`config.mk`:
```
export PLATFORM = sky130hd
export DESIGN_NAME = fifo_wr_arbiter
export DESIGN_NICKNAME = d
export VERILOG_FILES = /design/src/rtl/fifo_wr_arbiter.sv
export SDC_FILE = /design/constraint.sdc
export NUM_CORES = 1
export LEC_CHECK = 0
export CORE_MARGIN = 2
export CORE_UTILIZATION = 46
export DETAILED_ROUTE_END_ITERATION = 16
export HOLD_SLACK_MARGIN = 0.1
export PLACE_DENSITY = 0.91
export SLEW_MARGIN = 40
export SYNTH_ARGS = -nofsm -noshare
export SYNTH_HDL_FRONTEND = slang
export SYNTH_SLANG_ARGS = --single-unit
```
`constraint.sdc`:
```
create_clock -name clk -period 5.65 [get_ports clk]
set_input_delay 1.13 -clock clk [delete_from_list [all_inputs] [get_ports clk]]
set_output_delay 1.13 -clock clk [all_outputs]
set_load 0.005 [all_outputs]
```
`src/rtl/fifo_wr_arbiter.sv`:
```
// Front-end controller for an 8-deep FIFO: round-robin write arbitration between two
// producers, consumer reads, and a flush/drain mode, with a shadow occupancy count.
module fifo_wr_arbiter #(
    parameter int unsigned DATA_WIDTH = 32,
    parameter int unsigned DEPTH      = 8,
    parameter int unsigned CNT_W      = 4
) (
    input  logic                  clk,
    input  logic                  reset_n,
    input  logic                  req0,
    input  logic [DATA_WIDTH-1:0] din0,
    input  logic                  req1,
    input  logic [DATA_WIDTH-1:0] din1,
    input  logic                  rd_req,
    input  logic                  flush,
    output logic                  gnt0,
    output logic                  gnt1,
    output logic                  fifo_wr_en,
    output logic [DATA_WIDTH-1:0] fifo_din,
    output logic                  fifo_rd_en,
    output logic                  rd_err,
    output logic                  flush_done,
    output logic [CNT_W-1:0]      count,
    output logic                  full,
    output logic                  empty,
    output logic                  busy
);

    localparam logic [CNT_W-1:0] FULL_CNT = CNT_W'(DEPTH);

    typedef enum logic [1:0] {
        INIT  = 2'd0,
        RUN   = 2'd1,
        FLUSH = 2'd2
    } state_t;

    state_t                state, state_d;
    logic                  rr_ptr, rr_ptr_d;
    logic                  gnt0_d, gnt1_d, wr_en_d, rd_en_d, rd_err_d, flush_done_d;
    logic [DATA_WIDTH-1:0] din_d;
    logic [CNT_W-1:0]      count_d;
    logic                  elig0, elig1, sel;

    // Next-state and next-output decode; all results are registered below.
    always_comb begin
        state_d      = state;
        rr_ptr_d     = rr_ptr;
        gnt0_d       = 1'b0;
        gnt1_d       = 1'b0;
        wr_en_d      = 1'b0;
        rd_en_d      = 1'b0;
        rd_err_d     = 1'b0;
        flush_done_d = 1'b0;
        din_d        = fifo_din;
        sel          = 1'b0;
        // A producer still holding req during its grant cycle must not be written twice.
        elig0        = req0 & ~gnt0;
        elig1        = req1 & ~gnt1;

        case (state)
            INIT: state_d = RUN;
            RUN: begin
                if (flush) begin
                    state_d = FLUSH;
                end else if ((count != FULL_CNT) && (elig0 || elig1)) begin
                    sel      = (elig0 && elig1) ? rr_ptr : elig1;
                    gnt0_d   = ~sel;
                    gnt1_d   = sel;
                    wr_en_d  = 1'b1;
                    din_d    = sel ? din1 : din0;
                    rr_ptr_d = ~sel;
                end
                if (rd_req) begin
                    if (count != '0) begin
                        rd_en_d = 1'b1;
                    end else begin
                        rd_err_d = 1'b1;
                    end
                end
            end
            FLUSH: begin
                if (count != '0) begin
                    rd_en_d = 1'b1;
                end else begin
                    flush_done_d = 1'b1;
                    state_d      = RUN;
                end
            end
            default: state_d = INIT;
        endcase

        // Write is gated on count<DEPTH and read on count>0, so this cannot wrap.
        count_d = count + CNT_W'(wr_en_d) - CNT_W'(rd_en_d);
    end

    // State and output registers.
    always_ff @(posedge clk or negedge reset_n) begin
        if (!reset_n) begin
            state      <= INIT;
            rr_ptr     <= 1'b0;
            gnt0       <= 1'b0;
            gnt1       <= 1'b0;
            fifo_wr_en <= 1'b0;
            fifo_din   <= '0;
            fifo_rd_en <= 1'b0;
            rd_err     <= 1'b0;
            flush_done <= 1'b0;
            count      <= '0;
            full       <= 1'b0;
            empty      <= 1'b1;
            busy       <= 1'b0;
        end else begin
            state      <= state_d;
            rr_ptr     <= rr_ptr_d;
            gnt0       <= gnt0_d;
            gnt1       <= gnt1_d;
            fifo_wr_en <= wr_en_d;
            fifo_din   <= din_d;
            fifo_rd_en <= rd_en_d;
            rd_err     <= rd_err_d;
            flush_done <= flush_done_d;
            count      <= count_d;
            full       <= (count_d == FULL_CNT);
            empty      <= (count_d == '0);
            busy       <= (state_d == FLUSH);
        end
    end

endmodule

```
; ---- Yosys cells after proc, flatten, opt, wreduce, memory -nomap -nowiden
; Cells that the tools add are included.
[classes]
add_sub_neg = 2
eq_ne = 5
mux = 21
bitwise = 6
reduce_logical = 7
[ops]
columns = op, count
row1 = $mux W32, 1
row2 = $mux W1, 16
row3 = $pmux W2 S3, 1
row4 = $add A4 B1 Y4, 1
row5 = $eq A2 B2 Y1 const B, 2
row6 = $eq A4 B4 Y1 const B, 1
row7 = $logic_not A4 Y1, 1
row8 = $mux W2, 2
row9 = $ne A4 B4 Y1 const B, 1
row10 = $not A1 Y1, 4
row11 = $reduce_bool A4 Y1, 1
row12 = $sub A4 B1 Y4, 1
row13 = $reduce_and A3 Y1, 1
row14 = $and A1 B1 Y1, 2
row15 = $eq A2 B1 Y1 const B, 1
row16 = $logic_and A1 B1 Y1, 2
row17 = $logic_not A2 Y1, 1
row18 = $pmux W1 S2, 1
row19 = $logic_or A1 B1 Y1, 1
[totals]
register_bits = 48
output_inout_bits = 45
wordCells = 54

; ---- Logic depth before layout (Yosys ltp)
[depth]
word_depth = 10
mapped_depth = 12
depth_no_buf = 11

; ---- Worst setup path after synthesis
; OpenSTA, ideal clock, no wires.
[synth_timing]
path_kind = input -> register
start = in req1
end = reg empty
arrival_time_ps = 3376
required_time_ps = 5575
slack_ps = 2199
stages = 9
path_cell_list = and2b_1 o211ai_4 buf_8 ha_1 inv_1 ha_1 fa_1 or4b_1 mux2i_1
[synth_between]
elab_chain_cells = 9
[synth_rtl]
columns = item, line_no
row1 = start: declaration, 12  ; input logic req1,
row2 = $and A1 B1 Y1, 58  ; elig1 = req1 & ~gnt1;
row3 = $logic_or A1 B1 Y1, 65  ; end else if ((count != FULL_CNT) && (elig0 || elig1)) begin
row4 = $logic_and A1 B1 Y1, 65
row5 = $mux W1, 65
row6 = $mux W1, 63  ; if (flush) begin
row7 = $mux W1, 60  ; case (state)
row8 = $add A4 B1 Y4, 93  ; count_d = count + CNT_W'(wr_en_d) - CNT_W'(rd_en_d);
row9 = $sub A4 B1 Y4, 93
row10 = named net count_d[1], 41  ; logic [CNT_W-1:0] count_d;
row11 = $logic_not A4 Y1, 124  ; empty <= (count_d == '0);
row12 = end signal: assignment, 124
row13 = end: declaration, 25  ; output logic empty,
; The timed path passes the listed nets, and every way through them passes these cells.
; A chain may end at the register's enable or synchronous reset.

; ---- Worst setup path in the final report
[layout_timing]
start = in req0
end = reg empty
[layout_between]
elab_chain_cells = 9
[layout_rtl]
columns = item, line_no
row1 = start: declaration, 10  ; input logic req0,
row2 = $and A1 B1 Y1, 57  ; elig0 = req0 & ~gnt0;
row3 = $logic_or A1 B1 Y1, 65
row4 = $logic_and A1 B1 Y1, 65
row5 = $mux W1, 65
row6 = $mux W1, 63
row7 = $mux W1, 60
row8 = $add A4 B1 Y4, 93
row9 = $sub A4 B1 Y4, 93
row10 = named net count_d[2], 41
row11 = $logic_not A4 Y1, 124
; The timed path passes the listed nets, and every way through them passes these cells.

==> results by group <==
Outcome
  • Run status: finished clean

Drt
  • Vias: 2289
  • Drt drc: 0
  • First DRT Iteration DRCs: 88
  • Final ANT Viol Nets: 0
  • WL/cell: 16.4 um
  • Routed vias/inst: 5.34
  • Total wire length: 7030 um
  • Initial DRT Pass Iterations: 4

Worst setup path
  • Data required, critical path: 5880 ps
  • Max incr delay on CP: 510 ps
  • Crit Path Class: in -> reg
  • Family with the most delay on the worst path: adder cells
  • CP Launch Point: req0
  • Reg-to-Reg End: empty
  • WP buf/inv: 2
  • Reg-to-Reg Start: count[2]
  • Worst-path cell chain: clkdlybuf4s50_1 -> nor2b_1 -> o211ai_4 -> ha_1 -> inv_1 -> ha_1 -> fa_1 -> xor2_1 -> or4b_1 -> mux2i_1
  • R2r worst-path depth: 11
  • Worst-path fanout max: 3
  • Most Frequent Cell on Critical Path: ha_1
  • Critical path's slowest cell: clkdlybuf4s50_1
  • WP data arrival: 3730 ps
  • Worst Setup End Kind: flop
  • End of the critical path: empty
  • Reg-to-reg slack, setup: 2420 ps
  • CP startpoint kind: input port
  • Critical Path Stages: 10

Timing
  • Tcrit/Tclk final: 0.620
  • Hold Fails Final Rpt: 0
  • RSZ-0062 raised after global routing: no
  • Min Clock Period, post-route: 3500 ps
  • Post-route setup TNS: 0 ps
  • Final count of pins violating max slew: 0
  • Final Skew: 7.92 ps
  • # setup viols final: 0
  • Slew HR: 0.484
  • Fmax: 0.286 GHz
  • Min Hold Slack: 525 ps
  • Worst Tran Pin Value: 773 ps

Synthesis
  • Syn. warnings: 0
  • Async SR Flop Fraction: 1.00
  • Primary FF master, synth: dfrtp_1
  • Gate Count Post-Synth: 245
  • Commonest cells in the netlist: 73 x inv_1, 47 x dfrtp_1, 32 x nor4_1, 29 x a221oi_2, 10 x ha_1
  • EDFF count, synth: 0
  • Post-Syn Area: 0.00270 mm2
  • Synth cell types: 38
  • Mean Syn Cell Area: 11.0 um2
  • Top cells by area, synth: dfrtp_1 44%, a221oi_2 16%, inv_1 10%
  • Sequential share of the synthesized area: 0.445
  • Syn nets: 326
  • Cell taking the most area after synthesis: dfrtp_1
  • #FFs+latches synth: 48
  • Most common cell in the synthesized netlist: inv_1
  • Post-synth top area share: 0.435

Pwr
  • Combinational group share of total power: 0.530
  • Clock power share: 0.138
  • Switching Share: 0.355
  • Pwr dens: 452 mW/mm2
  • Worst VDD drop: 0.000311 V
  • Flop pwr share: 0.332
  • Switch Pwr: 0.636 mW
  • LEAKAGE: 1.81 nW
  • Internal power: 1.16 mW

Final layout
  • Reg area: 0.00120 mm2
  • Max FFs per register: 32
  • Non-Filler Instances: 429
  • Regs by FF count: fifo_din: 32 flops, count: 4 flops, state: 2 flops
  • Net count, final: 437
  • Biggest register: fifo_din
  • # diodes: 0
  • Multi-input logic area: 0.00110 mm2
  • Area grow syn2layout: 46.6%
  • Share of layout cells above drive strength 1: 0.140
  • Fill cell count: 433

CTS
  • CTS root buffer: clkbuf_8
  • Clock buffer depth: 2
  • Clock Latency Late Sink: 300 ps
  • Total CTS buffers: 5
  • Clk slew on worst S/H paths: 90 ps
  • Post-CTS Setup Repair Bufs: 0
  • Hold buffer count at cts: 0
  • H-tree depth: 2
  • Sink Count: 48
  • CTS tree: yes
  • Post-CTS sizing: 0

GRT
  • Grt ovf: 0
  • Largest net degree at the start of global routing: 49
  • First-pass GRT wire length: 11400 um
  • GRT Util Overall: 0.227
  • GRT busiest layer: met2
  • Number of global-route vias before repair: 2468
  • Antenna violations before repair: 0
  • Met2 usage: 0.403
  • M3 GR Usage: 0.0573
  • GR met1 Demand/Resource: 0.276

Floorplanning
  • Ports: 115
  • Num rows: 27
  • Core ar.: 0.00557 mm2
  • Initial Utilization: 0.485
  • Height of the chip: 80.6 um
  • Die W: 80.6 um
  • Die area: 0.00650 mm2

Flow run
  • Max Cap Violations: 0

Place
  • Post-DP HPWL: 4970 um
  • RD Place Congestion: 0.848
  • # port buffers: 114
  • Placed instance count: 421

Worst hold path
  • Min-delay worst type: reg -> reg
## stage by stage
stage | utilization | power [mW] | worst slack (ps) | cell area, um2
final | 0.711 | 1.79 | 2150 | 3960
after global routing | 0.711 | 1.92 | 1990 | 3960
after CTS | 0.711 | 1.80 | 2150 | 3960
after detailed placement | 0.691 | 1.55 | 1820 | 3850
after global placement | 0.690 | 1.51 | 1960 | 3840
after floorplan | - | 1.13 | 2200 | 2700
## how the worst min path moves through the flow
stage                       from           end  depth (start not counted)
floorplan           fifo_din[10]  fifo_din[10]                          2
global placement    fifo_din[11]  fifo_din[11]                          2
detailed placement   fifo_din[4]   fifo_din[4]                          2
CTS                  fifo_din[4]   fifo_din[4]                          2
global route        fifo_din[24]  fifo_din[24]                          2
finish               fifo_din[4]   fifo_din[4]                          2
## worst min-delay path: stages, from the launching register on
cell and delay, ps:
dfrtp_1 380, inv_1 60, a221oi_2 50
## routing by layer
layer	part of all wire	wire, um
met5	0	0
met4	0.013	88
met3	0.069	485
met2	0.49	3480
met1	0.42	2980
## cell families (layout without fill, tap and decap cells)
kind of cell | Yosys count | after routing | synth area share
and+or+nand+nor | 50 | 50 | 0.132
adders and majority gates | 11 | 11 | 0.0537
buffers and inverters | 89 | 201 | 0.149
xor gates and xnor gates | 2 | 2 | 0.00649
muxes | 2 | 2 | 0.00741
AOI/OAI and AO/OA | 43 | 43 | 0.207
DFF | 48 | 48 | 0.445
## placed cells by master (no fill, tap or decap), types with 2 or more instances in the layout
master	count
clkdlybuf4s50_1	113
inv_1	73
buf_4	7
a221oi_1	3
clkbuf_8	5
dfrtp_1	47
nor3b_4	2
nand4bb_1	2
nor2_1	2
ha_1	10
a221oi_2	29
mux2i_1	2
xor2_1	2
a21oi_1	3
nor4_1	32
and2b_1	2
## power groups by stage
| stage | Combinational, mW | Clock [mW] | Sequential (mW) |
|---|---|---|---|
| floorplan | 0.537 | 0 | 0.595 |
| global placement | 0.919 | 0 | 0.594 |
| detailed placement | 0.955 | 0 | 0.600 |
| CTS | 0.956 | 0.252 | 0.596 |
| global route | 1.04 | 0.268 | 0.611 |
| finish | 0.949 | 0.247 | 0.595 |
## area by class of cell
cell class / instances / share of cell area
clock buffer: 6 / 0.0183
clock inverter: 2 / 0.00884
inverter: 73 / 0.0692
multi-input combinational: 108 / 0.279
sequential: 48 / 0.304
tap: 72 / 0.0227
timing repair buffer: 120 / 0.299
No activity file was read; power rests on OpenSTA's default activity.
